--- src/rtl/axis_frame_serializer_if.sv ---
// Handshake bundle for the frame serializer: the parallel vector input and the AXI4-Stream output.
// The serializer uses the master view; the producer/consumer side uses the slave view.
interface axis_frame_serializer_if #(
   parameter int AXIS_WIDTH  = 32,
   parameter int NO_CHANNELS = 4
);
   logic                              in_valid;
   logic                              in_ready;
   logic [AXIS_WIDTH*NO_CHANNELS-1:0] in_data;
   logic                              M_AXIS_TREADY;
   logic                              M_AXIS_TVALID;
   logic                              M_AXIS_TLAST;
   logic [AXIS_WIDTH-1:0]             M_AXIS_TDATA;
   logic [AXIS_WIDTH/8-1:0]           M_AXIS_TSTRB;

   modport master (
      input  in_valid, in_data, M_AXIS_TREADY,
      output in_ready, M_AXIS_TVALID, M_AXIS_TLAST, M_AXIS_TDATA, M_AXIS_TSTRB
   );

   modport slave (
      output in_valid, in_data, M_AXIS_TREADY,
      input  in_ready, M_AXIS_TVALID, M_AXIS_TLAST, M_AXIS_TDATA, M_AXIS_TSTRB
   );
endinterface

--- src/rtl/axis_frame_serializer.sv ---
// Serializes enabled channels of each parallel vector onto AXI4-Stream, with TLAST every
// frame_len vectors. ACTIVE drains while PENDING holds the next vector.
module axis_frame_serializer #(
   parameter int AXIS_WIDTH      = 32,
   parameter int NO_CHANNELS     = 4,
   parameter int FRAME_LEN_WIDTH = 16
) (
   input  logic                       clk,
   input  logic                       reset,
   input  logic [NO_CHANNELS-1:0]     chan_enable,
   input  logic [FRAME_LEN_WIDTH-1:0] frame_len,
   axis_frame_serializer_if.master    bus
);
   localparam int VW = AXIS_WIDTH * NO_CHANNELS;

   logic [VW-1:0]              act_data_reg;
   logic [NO_CHANNELS-1:0]     act_rem_reg;
   logic                       act_valid_reg;
   logic [VW-1:0]              pend_data_reg;
   logic                       pend_valid_reg;
   logic [NO_CHANNELS-1:0]     frame_mask_reg;
   logic [FRAME_LEN_WIDTH-1:0] frame_target_reg;
   logic [FRAME_LEN_WIDTH-1:0] vec_cnt_reg;
   logic                       frame_start_reg;

   logic                       rem_empty;
   logic                       last_word;
   logic                       frame_end;
   logic                       tvalid;
   logic                       beat;
   logic                       release_act;
   logic                       act_free;
   logic                       accept;
   logic                       load_act;
   logic                       start_now;
   logic [NO_CHANNELS-1:0]     load_mask;
   logic [AXIS_WIDTH-1:0]      sel_data;

   assign rem_empty   = (act_rem_reg == '0);
   assign last_word   = !rem_empty && ((act_rem_reg & (act_rem_reg - NO_CHANNELS'(1))) == '0);
   assign frame_end   = (frame_target_reg != '0) &&
                        (vec_cnt_reg == frame_target_reg - FRAME_LEN_WIDTH'(1));
   assign tvalid      = act_valid_reg && !rem_empty;
   assign beat        = tvalid && bus.M_AXIS_TREADY;
   // An all-zero mask leaves ACTIVE with nothing to send, so it retires without a beat.
   assign release_act = act_valid_reg && (rem_empty || (beat && last_word));
   assign act_free    = !act_valid_reg || release_act;
   assign accept      = bus.in_valid && !pend_valid_reg;
   assign load_act    = act_free && (pend_valid_reg || accept);
   assign start_now   = frame_start_reg || (release_act && frame_end);
   assign load_mask   = start_now ? chan_enable : frame_mask_reg;

   // Lowest set bit of the remaining mask selects the channel on the bus.
   always_comb begin
      sel_data = '0;
      for (int i = NO_CHANNELS - 1; i >= 0; i--) begin
         if (act_rem_reg[i]) begin
            sel_data = act_data_reg[i*AXIS_WIDTH +: AXIS_WIDTH];
         end
      end
   end

   assign bus.in_ready      = !pend_valid_reg;
   assign bus.M_AXIS_TVALID = tvalid;
   assign bus.M_AXIS_TLAST  = tvalid && last_word && frame_end;
   assign bus.M_AXIS_TDATA  = sel_data;
   assign bus.M_AXIS_TSTRB  = '1;

   always_ff @(posedge clk) begin
      if (reset) begin
         act_data_reg     <= '0;
         act_rem_reg      <= '0;
         act_valid_reg    <= 1'b0;
         pend_data_reg    <= '0;
         pend_valid_reg   <= 1'b0;
         frame_mask_reg   <= '0;
         frame_target_reg <= '0;
         vec_cnt_reg      <= '0;
         frame_start_reg  <= 1'b1;
      end else begin
         if (release_act) begin
            vec_cnt_reg <= frame_end ? '0 : vec_cnt_reg + FRAME_LEN_WIDTH'(1);
         end
         if (beat) begin
            act_rem_reg <= act_rem_reg & (act_rem_reg - NO_CHANNELS'(1));
         end

         // PENDING has priority over the input port when ACTIVE frees up.
         if (act_free) begin
            if (pend_valid_reg) begin
               act_data_reg   <= pend_data_reg;
               act_valid_reg  <= 1'b1;
               pend_valid_reg <= 1'b0;
            end else if (accept) begin
               act_data_reg  <= bus.in_data;
               act_valid_reg <= 1'b1;
            end else begin
               act_valid_reg <= 1'b0;
            end
         end else if (accept) begin
            pend_data_reg  <= bus.in_data;
            pend_valid_reg <= 1'b1;
         end

         if (load_act) begin
            act_rem_reg <= load_mask;
            if (start_now) begin
               frame_mask_reg   <= chan_enable;
               frame_target_reg <= frame_len;
               vec_cnt_reg      <= '0;
               frame_start_reg  <= 1'b0;
            end
         end else if (release_act && frame_end) begin
            frame_start_reg <= 1'b1;
         end
      end
   end
endmodule

--- src/flat_wrapper.sv ---
// flat-port wrapper written by rule: the top's interface ports become plain ports
module axis_frame_serializer_flat 
#(
   parameter int AXIS_WIDTH      = 32,
   parameter int NO_CHANNELS     = 4,
   parameter int FRAME_LEN_WIDTH = 16
)
  (clk, reset, chan_enable, frame_len, bus_in_valid, bus_in_data, bus_M_AXIS_TREADY, bus_in_ready, bus_M_AXIS_TVALID, bus_M_AXIS_TLAST, bus_M_AXIS_TDATA, bus_M_AXIS_TSTRB);
  axis_frame_serializer_if #(.AXIS_WIDTH(AXIS_WIDTH), .NO_CHANNELS(NO_CHANNELS)) bus_i ();
  input  logic clk;
  input  logic reset;
  input  logic [NO_CHANNELS-1:0] chan_enable;
  input  logic [FRAME_LEN_WIDTH-1:0] frame_len;
  input wire logic [$bits(bus_i.in_valid)-1:0] bus_in_valid;
  input wire logic [$bits(bus_i.in_data)-1:0] bus_in_data;
  input wire logic [$bits(bus_i.M_AXIS_TREADY)-1:0] bus_M_AXIS_TREADY;
  output wire logic [$bits(bus_i.in_ready)-1:0] bus_in_ready;
  output wire logic [$bits(bus_i.M_AXIS_TVALID)-1:0] bus_M_AXIS_TVALID;
  output wire logic [$bits(bus_i.M_AXIS_TLAST)-1:0] bus_M_AXIS_TLAST;
  output wire logic [$bits(bus_i.M_AXIS_TDATA)-1:0] bus_M_AXIS_TDATA;
  output wire logic [$bits(bus_i.M_AXIS_TSTRB)-1:0] bus_M_AXIS_TSTRB;
  assign bus_i.in_valid = bus_in_valid;
  assign bus_i.in_data = bus_in_data;
  assign bus_i.M_AXIS_TREADY = bus_M_AXIS_TREADY;
  assign bus_in_ready = bus_i.in_ready;
  assign bus_M_AXIS_TVALID = bus_i.M_AXIS_TVALID;
  assign bus_M_AXIS_TLAST = bus_i.M_AXIS_TLAST;
  assign bus_M_AXIS_TDATA = bus_i.M_AXIS_TDATA;
  assign bus_M_AXIS_TSTRB = bus_i.M_AXIS_TSTRB;
  axis_frame_serializer #(.AXIS_WIDTH(AXIS_WIDTH), .NO_CHANNELS(NO_CHANNELS), .FRAME_LEN_WIDTH(FRAME_LEN_WIDTH)) u_core (.clk(clk), .reset(reset), .chan_enable(chan_enable), .frame_len(frame_len), .bus(bus_i));
endmodule
--- config.mk ---
export PLATFORM = sky130hd
export DESIGN_NAME = axis_frame_serializer_flat
export DESIGN_NICKNAME = d
export VERILOG_FILES = /design/src/rtl/axis_frame_serializer_if.sv /design/src/rtl/axis_frame_serializer.sv /design/src/flat_wrapper.sv
export SDC_FILE = /design/constraint.sdc
export NUM_CORES = 1
export LEC_CHECK = 0
export CELL_PAD_IN_SITES_DETAIL_PLACEMENT = 1
export CELL_PAD_IN_SITES_GLOBAL_PLACEMENT = 2
export CORE_MARGIN = 4
export CORE_UTILIZATION = 32
export CTS_CLUSTER_DIAMETER = 50
export DETAILED_ROUTE_END_ITERATION = 7
export PLACE_DENSITY = 0.8
export SYNTH_ARGS = -nofsm -noshare
export SYNTH_HDL_FRONTEND = slang
export SYNTH_SLANG_ARGS = --single-unit
--- constraint.sdc ---
create_clock -name clk -period 3.3 [get_ports clk]
set_clock_uncertainty 0.1 [all_clocks]
set_input_delay 0.66 -clock clk [delete_from_list [all_inputs] [get_ports clk]]
set_output_delay 0.66 -clock clk [all_outputs]
set_load 0.02 [all_outputs]
; ---- Yosys cells after proc, flatten, opt, wreduce, memory -nomap -nowiden
; Cells that the tools add are included.
; Widths: inputs -> output; s select.
[word_totals]
reg_bits = 299
input_bits = 152
out_inout_bits = 39
wordCells = 63
[classes]
n_addsub = 3
n_eq_ne = 2
n_mux = 18
n_bitwise = 2
n_reduce_logical = 29
[ops]
columns = op, count
row1 = $mux 128, 2
row2 = $mux 32, 4
row3 = $mux 16, 4
row4 = $add 16x1->16 const B, 1
row5 = $eq 16x16->1, 1
row6 = $reduce_bool 16->1, 1
row7 = $sub 16x1->16 const B, 1
row8 = $mux 4, 3
row9 = $logic_and 1x1->1, 11
row10 = $logic_not 4->1, 2
row11 = $reduce_and 2->1, 4
row12 = $reduce_bool 2->1, 3
row13 = $mux 1, 5
row14 = $and 4x4->4, 1
row15 = $logic_or 1x1->1, 4
row16 = $sub 4x1->4 const B, 1
row17 = $logic_not 1->1, 3
row18 = $ne 2x2->1 const B, 1
row19 = $reduce_or 2->1, 1
row20 = $not 1->1, 1

; ---- Depth between registers and ports, before layout
; Gate-level depths: netlist (run 1).
[logic_depth]
ltp_word = 11
ltp_mapped = 14
mapped_depth_nobuf = 9

; ---- Worst setup path before layout (run 1)
; No wires, ideal clock.
[synth_path]
path_type = flip-flop to output port
start = reg u_core.frame_target_reg[0]
end = out bus_M_AXIS_TLAST
arrival_ps = 2467
required_time_ps = 2540
setup_slack_ps = 73
stages_incl_launch_ff = 11
n_path_buf = 2
path_cell_list = dfxtp_1 clkbuf_1 inv_1 ha_1 buf_1 nand2b_1 or4_1 nand3_1 nor3b_1 nand4b_1 nor3_1
[synth_via]
elab_chain_cells = 4
elab_cells_between_ends = 5
classes_between = add/sub: 1 / eq/ne: 1 / reduce/logical: 3
[synth_rtl]
columns = item, line
row1 = from (decl), axis_frame_serializer.sv:22  ; logic [FRAME_LEN_WIDTH-1:0] frame_target_reg;
row2 = from (signal assigned), axis_frame_serializer.sv:109  ; frame_target_reg <= frame_len;
row3 = $sub 16x1->16, axis_frame_serializer.sv:42  ; (vec_cnt_reg == frame_target_reg - FRAME_LEN_WIDTH'(1));
row4 = $eq 16x16->1, axis_frame_serializer.sv:42
row5 = $logic_and 1x1->1 (*), axis_frame_serializer.sv:41  ; assign frame_end = (frame_target_reg != '0) &&
row6 = $logic_and 1x1->1 (*), axis_frame_serializer.sv:65  ; assign bus.M_AXIS_TLAST = tvalid && last_word && frame_end;
row7 = to (decl), flat_wrapper.sv:19  ; output wire logic [$bits(bus_i.M_AXIS_TLAST)-1:0] bus_M_AXIS_TLAST;
; Mark *: on every way between the ends. The rest lies on a longest branch, timed or not.

; ---- Worst setup path in the final report (run 1)
[layout_path]
start = reg u_core.frame_target_reg[2]
end = out bus_M_AXIS_TLAST
; Same word-level chain as after synthesis.

==> results of run 1 <==
[synth_stat cells, drive strengths merged (12+ instances only)]
cell type | count | area, µm²
nand2 | 358 | 1344
o21ai | 38 | 190.2
buf | 26 | 158.9
xor2 | 14 | 122.6
nor2 | 210 | 788.3
and3 | 25 | 156.4
xnor2 | 17 | 148.9
dfxtp | 299 | 5986
nor3 | 44 | 225.2
o311ai | 20 | 175.2
mux2i | 129 | 1291
nand2b | 21 | 131.4
a21oi | 201 | 1006
clkbuf | 148 | 556.8
inv | 12 | 45.04
nand3 | 25 | 125.1
a211oi | 131 | 983.4
a31oi | 27 | 168.9
[final timing paths]
check | depth (start not counted) | slack [ns] | endpoint
max | 8 | -0.20 | bus_M_AXIS_TLAST
min | 2 | 0.35 | u_core.pend_data_reg[49]
max reg2reg | 10 | 0.08 | u_core.frame_target_reg[7]
min reg2reg | 2 | 0.35 | u_core.pend_data_reg[49]
[logic make-up (layout without fill, tap and decap cells)]
family                     Yosys count  in the layout
and+or+nand+nor                    727            729
AOI/OAI and AO/OA                  447            447
DFF                                299            299
buffers and inverters              186            367
muxes                              129            129
xor gates and xnor gates            31             31
adders and majority gates            3              3
other                                1              4
[routing by layer]
| layer | part of all wire | track usage |
|---|---|---|
| met3 | 0.034 | 0.03129 |
| met5 | 0 | 0 |
| met1 | 0.46 | 0.2821 |
| met4 | 0.027 | 0.06678 |
| met2 | 0.48 | 0.3522 |
[report_power, final]
group	switching [mW]	internal, mW
registers	0.168	3.85
logic	1.10	0.796
clock network	1.86	2.98
total	3.13	7.62
[tightest hold or removal path: cells and delay by family (launching register included)]
kind | cells | cell delay [ns]
flip-flops | 1 | 0.31
AO/OA/AOI/OAI | 1 | 0.05
AND/OR/NAND/NOR | 1 | 0.05
[layout make-up]
class,count,area share
clock buffers,54,0.06546
clock inverters,27,0.01591
inverters,12,0.002417
multi-input cells,1343,0.4104
flip-flops and latches,299,0.3219
well taps,592,0.03975
repair buffers,274,0.1442
[what timing repair did]
item | in CTS | in global routing
hold buffers | 0 | 0
endpoints found under the setup margin | 30 | 12
cloned | 1 | 2
gates resized for setup | 61 | 12
pin swaps | 5 | 1
==> reports/qor.txt, run 1 <==
Grt total ovfl = 0
Crit path largest cell delay = 0.61 ns
Hold Vio Cnt, Final = 0
Die Width = 218.9 µm
Fillers = 5331
Clk sink count = 299
Simple-gate share of the synthesized area = 0.2169
Async S/R FF share, synth = 0
Worst path bufs/invs = 2
PnR worst setup slack = -0.2030 ns
CP Cell Sequence = or4_4 -> buf_6 -> nor3_4 -> nor4b_2 -> a31oi_1 -> nand4b_1 -> nor3_2 -> buf_4
Effective utilization at floorplan = 0.3227
Layout net count = 2128
RSZ-0062 raised after global routing = yes
Place WS = -0.3607 ns
Tot GR Track Use = 0.2111
Failing checks = setup timing
RR Startpoint = u_core.frame_target_reg[7]
Status = finished with violations
First-pass GRT wire length = 80040 µm
Main combinational cell family by area after synthesis = simple AND/OR/NAND/NOR gates
Number of global-route vias before repair = 14000
Area occupied by multi-input gates = 7647 µm²
Delay-heaviest family, CP = simple AND/OR/NAND/NOR gates
Initial antenna violation count = 0
Critical path class = reg -> out
Measured slew at the worst slew-check pin = 1.060 ns
Syn Area/Cell = 7.810 µm²
Peak VDD IR = 0.2916 mV
Final wirelength = 51850 µm
Final non-filler cell total = 2601
Initial DRC Count = 738
Fraction of layout instances using a drive strength above 1 = 0.1050
Static Leakage = 6.648 nW
Crit end category = output pin
Port bufs = 186
Ys flop type = dfxtp_1
Maximum root-to-sink buffer count = 3
Rows = 77
Xor/xnor share of the synthesized area = 0.01907
Clock Latency Late Sink = 0.57 ns
WHS = 0.3543 ns
Clock transition at path regs = 0.05 ns
Worst-path fanout max = 8
Post-layout util = 0.4223
Compound-gate portion of the synthesized area = 0.1968
CTS Buf Count = 44
FF/Latch Area = 6000 µm²
Mux cell area share after synthesis = 0.09069
CTS tree = yes
Area delta synth->final = 30.89%
Seq/Total Area, Yosys = 0.4204
#FFs+latches synth = 299
Diode count = 0
Mapped Cells = 1823
Die height = 218.9 µm
Relative slew slack = 0.2931
WP data required = 2.54 ns
Synth unique cells = 59
Setup TNS = -0.2030 ns
Routed WL per cell = 19.94 µm
Core Area = 44120 µm²
Ports = 191
Drt drc = 0
Max Clock Freq = 285.5 MHz
Cell Area, Synth = 14240 µm²
Most frequent cells in the layout = nand2_1, dfxtp_1, nor2_1
Final setup fails = 1
Final instance area = 18640 µm²
Post-route minimum period = 3.503 ns
Dpl cells = 2517
Setup bufs post-CTS = 0
Vias per inst = 5.196
Total power = 10.75 mW
Routability cong. = 0.8411
Hold_sp = u_core.pend_data_reg[49]
Placed Instance Area = 16990 µm²
Die ar. = 47930 µm²
Critical Path Source Type = flip-flop
CTS root buf = clkbuf_16
H-tree level count = 2
Worst EP arrival = 2.74 ns
Synth Area in Adders = 0.002461
Antenna-violating nets left = 0
Final worst-path cycle share = 1.062
Crit-path slowest cell = or4_4
CP Launch Point = u_core.frame_target_reg[2]
TritonRoute pass-1 iters = 5
Final HPWL DP = 35280 µm
Max-cap violation count = 0
Most common cell after layout, fill and taps aside = nand2_1
Post-synth EDFFs = 0
Final slew viol count = 0
Syn. warnings = 0
PwrDens = 576.9 nW/µm²
Worst min path class = reg -> reg
Vias = 13520
Pin count of the biggest net entering global routing = 203
No activity file was read; power rests on OpenSTA's default activity.
==> run 2, diff against run 1 <==
Settings changed: CORE_UTILIZATION 32 to 30, PLACE_DENSITY 0.8 to 0.76, SLEW_MARGIN set to 20.
==> reports/qor.txt, run 2 (synthesis gave the netlist of run 1 again) <==
Status = finished with violations
Failing checks = setup timing
Worst-path fanout max = 8
Most common cell after layout, fill and taps aside = nand2_1
Final instance area = 18900 µm²
Pin count of the biggest net entering global routing = 239
PnR worst setup slack = -0.1821 ns
Clock Latency Late Sink = 0.57 ns
Clock transition at path regs = 0.06 ns
H-tree level count = 2
Worst min path class = reg -> reg
Most frequent cells in the layout = nand2_1, dfxtp_1, nor2_1
Maximum root-to-sink buffer count = 3
Measured slew at the worst slew-check pin = 1.481 ns
Die height = 225.9 µm
Die ar. = 51010 µm²
Cts hold-fix bufs = 0
CTS tree = yes
Tot GR Track Use = 0.1999
Critical path class = reg -> out
CTS root buf = clkbuf_16
M2 GR Usage = 0.3371
Initial DRC Count = 797
Diode count = 0
GR met3 Demand/Resource = 0.02860
Peak VDD IR = 0.3235 mV
Crit path largest cell delay = 0.57 ns
Worst EP arrival = 2.72 ns
Placed Instance Area = 17120 µm²
Final HPWL DP = 35860 µm
Final wirelength = 52150 µm
Ports = 191
Delay-heaviest family, CP = simple AND/OR/NAND/NOR gates
Port bufs = 186
Number of global-route vias before repair = 13790
Effective utilization at floorplan = 0.3045
Dpl cells = 2532
TritonRoute pass-1 iters = 5
Die Width = 225.9 µm
Layout net count = 2131
Vias per inst = 5.126
Routed WL per cell = 19.90 µm
Place WS = -0.3799 ns
Crit end category = output pin
Antenna-violating nets left = 0
Post-layout util = 0.4043
RSZ-0062 raised after global routing = yes
Fraction of layout instances using a drive strength above 1 = 0.1157
CP Cell Sequence = or4_4 -> buf_8 -> buf_4 -> or4_4 -> and4b_1 -> nand4b_1 -> nor3_2 -> buf_4
Worst path bufs/invs = 3
Relative slew slack = 0.01267
Max-cap violation count = 0
Hold Vio Cnt, Final = 0
Vias = 13430
Core Area = 46750 µm²
Total power = 10.87 mW
Final non-filler cell total = 2620
PwrDens = 575.2 nW/µm²
Rows = 79
Fillers = 5487
Max Clock Freq = 287.2 MHz
Static Leakage = 6.756 nW
Clk sink count = 299
Crit-path slowest cell = or4_4
CTS Buf Count = 44
WHS = 0.3531 ns
Critical Path Source Type = flip-flop
Initial antenna violation count = 2
Area delta synth->final = 32.78%
Final slew viol count = 0
Gr busiest metal = met2
First-pass GRT wire length = 80620 µm
Post-route minimum period = 3.482 ns
Drt drc = 0
Setup TNS = -0.1821 ns
Final worst-path cycle share = 1.055
Routability cong. = 0.8428
Final setup fails = 1
Met1 Use GR = 0.2673
Grt total ovfl = 0
WP data required = 2.54 ns
## run 2: changes by cell type in the layout (fill, tap and decap cells not counted), moves of 4 or more
cell | previous run | this run
o21ai_1 | 2 | 6
o21ai_0 | 35 | 30
nor2_1 | 204 | 198
clkbuf_8 | 6 | 12
buf_12 | 13 | 22
nor2_2 | 6 | 12
## run 2: timing repair
action | in CTS | in global routing
gates resized for setup | 76 | 21
endpoints found under the setup margin | 33 | 37
gates cloned | 1 | 0
pin swaps | 8 | 3
setup buffers | 5 | 0
## run 2: final timing paths
kind / startpoint / to / slack (ns) / cells past startpoint
worst max-delay path: u_core.frame_target_reg[5] / bus_M_AXIS_TLAST / -0.18 / 8
worst min-delay path: u_core.pend_data_reg[73] / u_core.pend_data_reg[73] / 0.35 / 2
worst max register to register: u_core.frame_target_reg[5] / u_core.frame_target_reg[1] / 0.14 / 10
worst min register to register: u_core.pend_data_reg[73] / u_core.pend_data_reg[73] / 0.35 / 2
## run 2: area by class of cell
cell class,count,area (µm²),area share
timing repair buffer,279,2846,0.1506
clock inverter,20,224.0,0.01185
tap,607,759.5,0.04017
inverter,12,45.04,0.002383
clock buffer,62,1331,0.07042
multi-input combinational,1341,7695,0.4070
sequential,299,6003,0.3176
## run 2: worst reg2reg max path, cell delays in order (launching register included)
cell and delay [ns]:
dfxtp_2 0.32, or4_4 0.57, buf_8 0.17, o41ai_2 0.32, o32ai_1 0.11, o21a_1 0.21
buf_4 0.16, a2111oi_4 0.37, and2_4 0.36, buf_12 0.19, o311ai_1 0.14
## run 2: per-layer routing
| metal | vias to the layer above | share of wire |
|---|---|---|
| met5 | - | 0.00042 |
| met4 | 4 | 0.021 |
| met3 | 63 | 0.034 |
| met2 | 214 | 0.48 |
| met1 | 6511 | 0.46 |
| li1 | 6639 | - |
## run 2: power breakdown
group          internal [mW]  total, mW  switching (mW)
Clock                   3.07       4.91            1.84
Sequential              3.85       4.01           0.158
Combinational          0.840       1.96            1.12
Total                   7.76       10.9            3.11
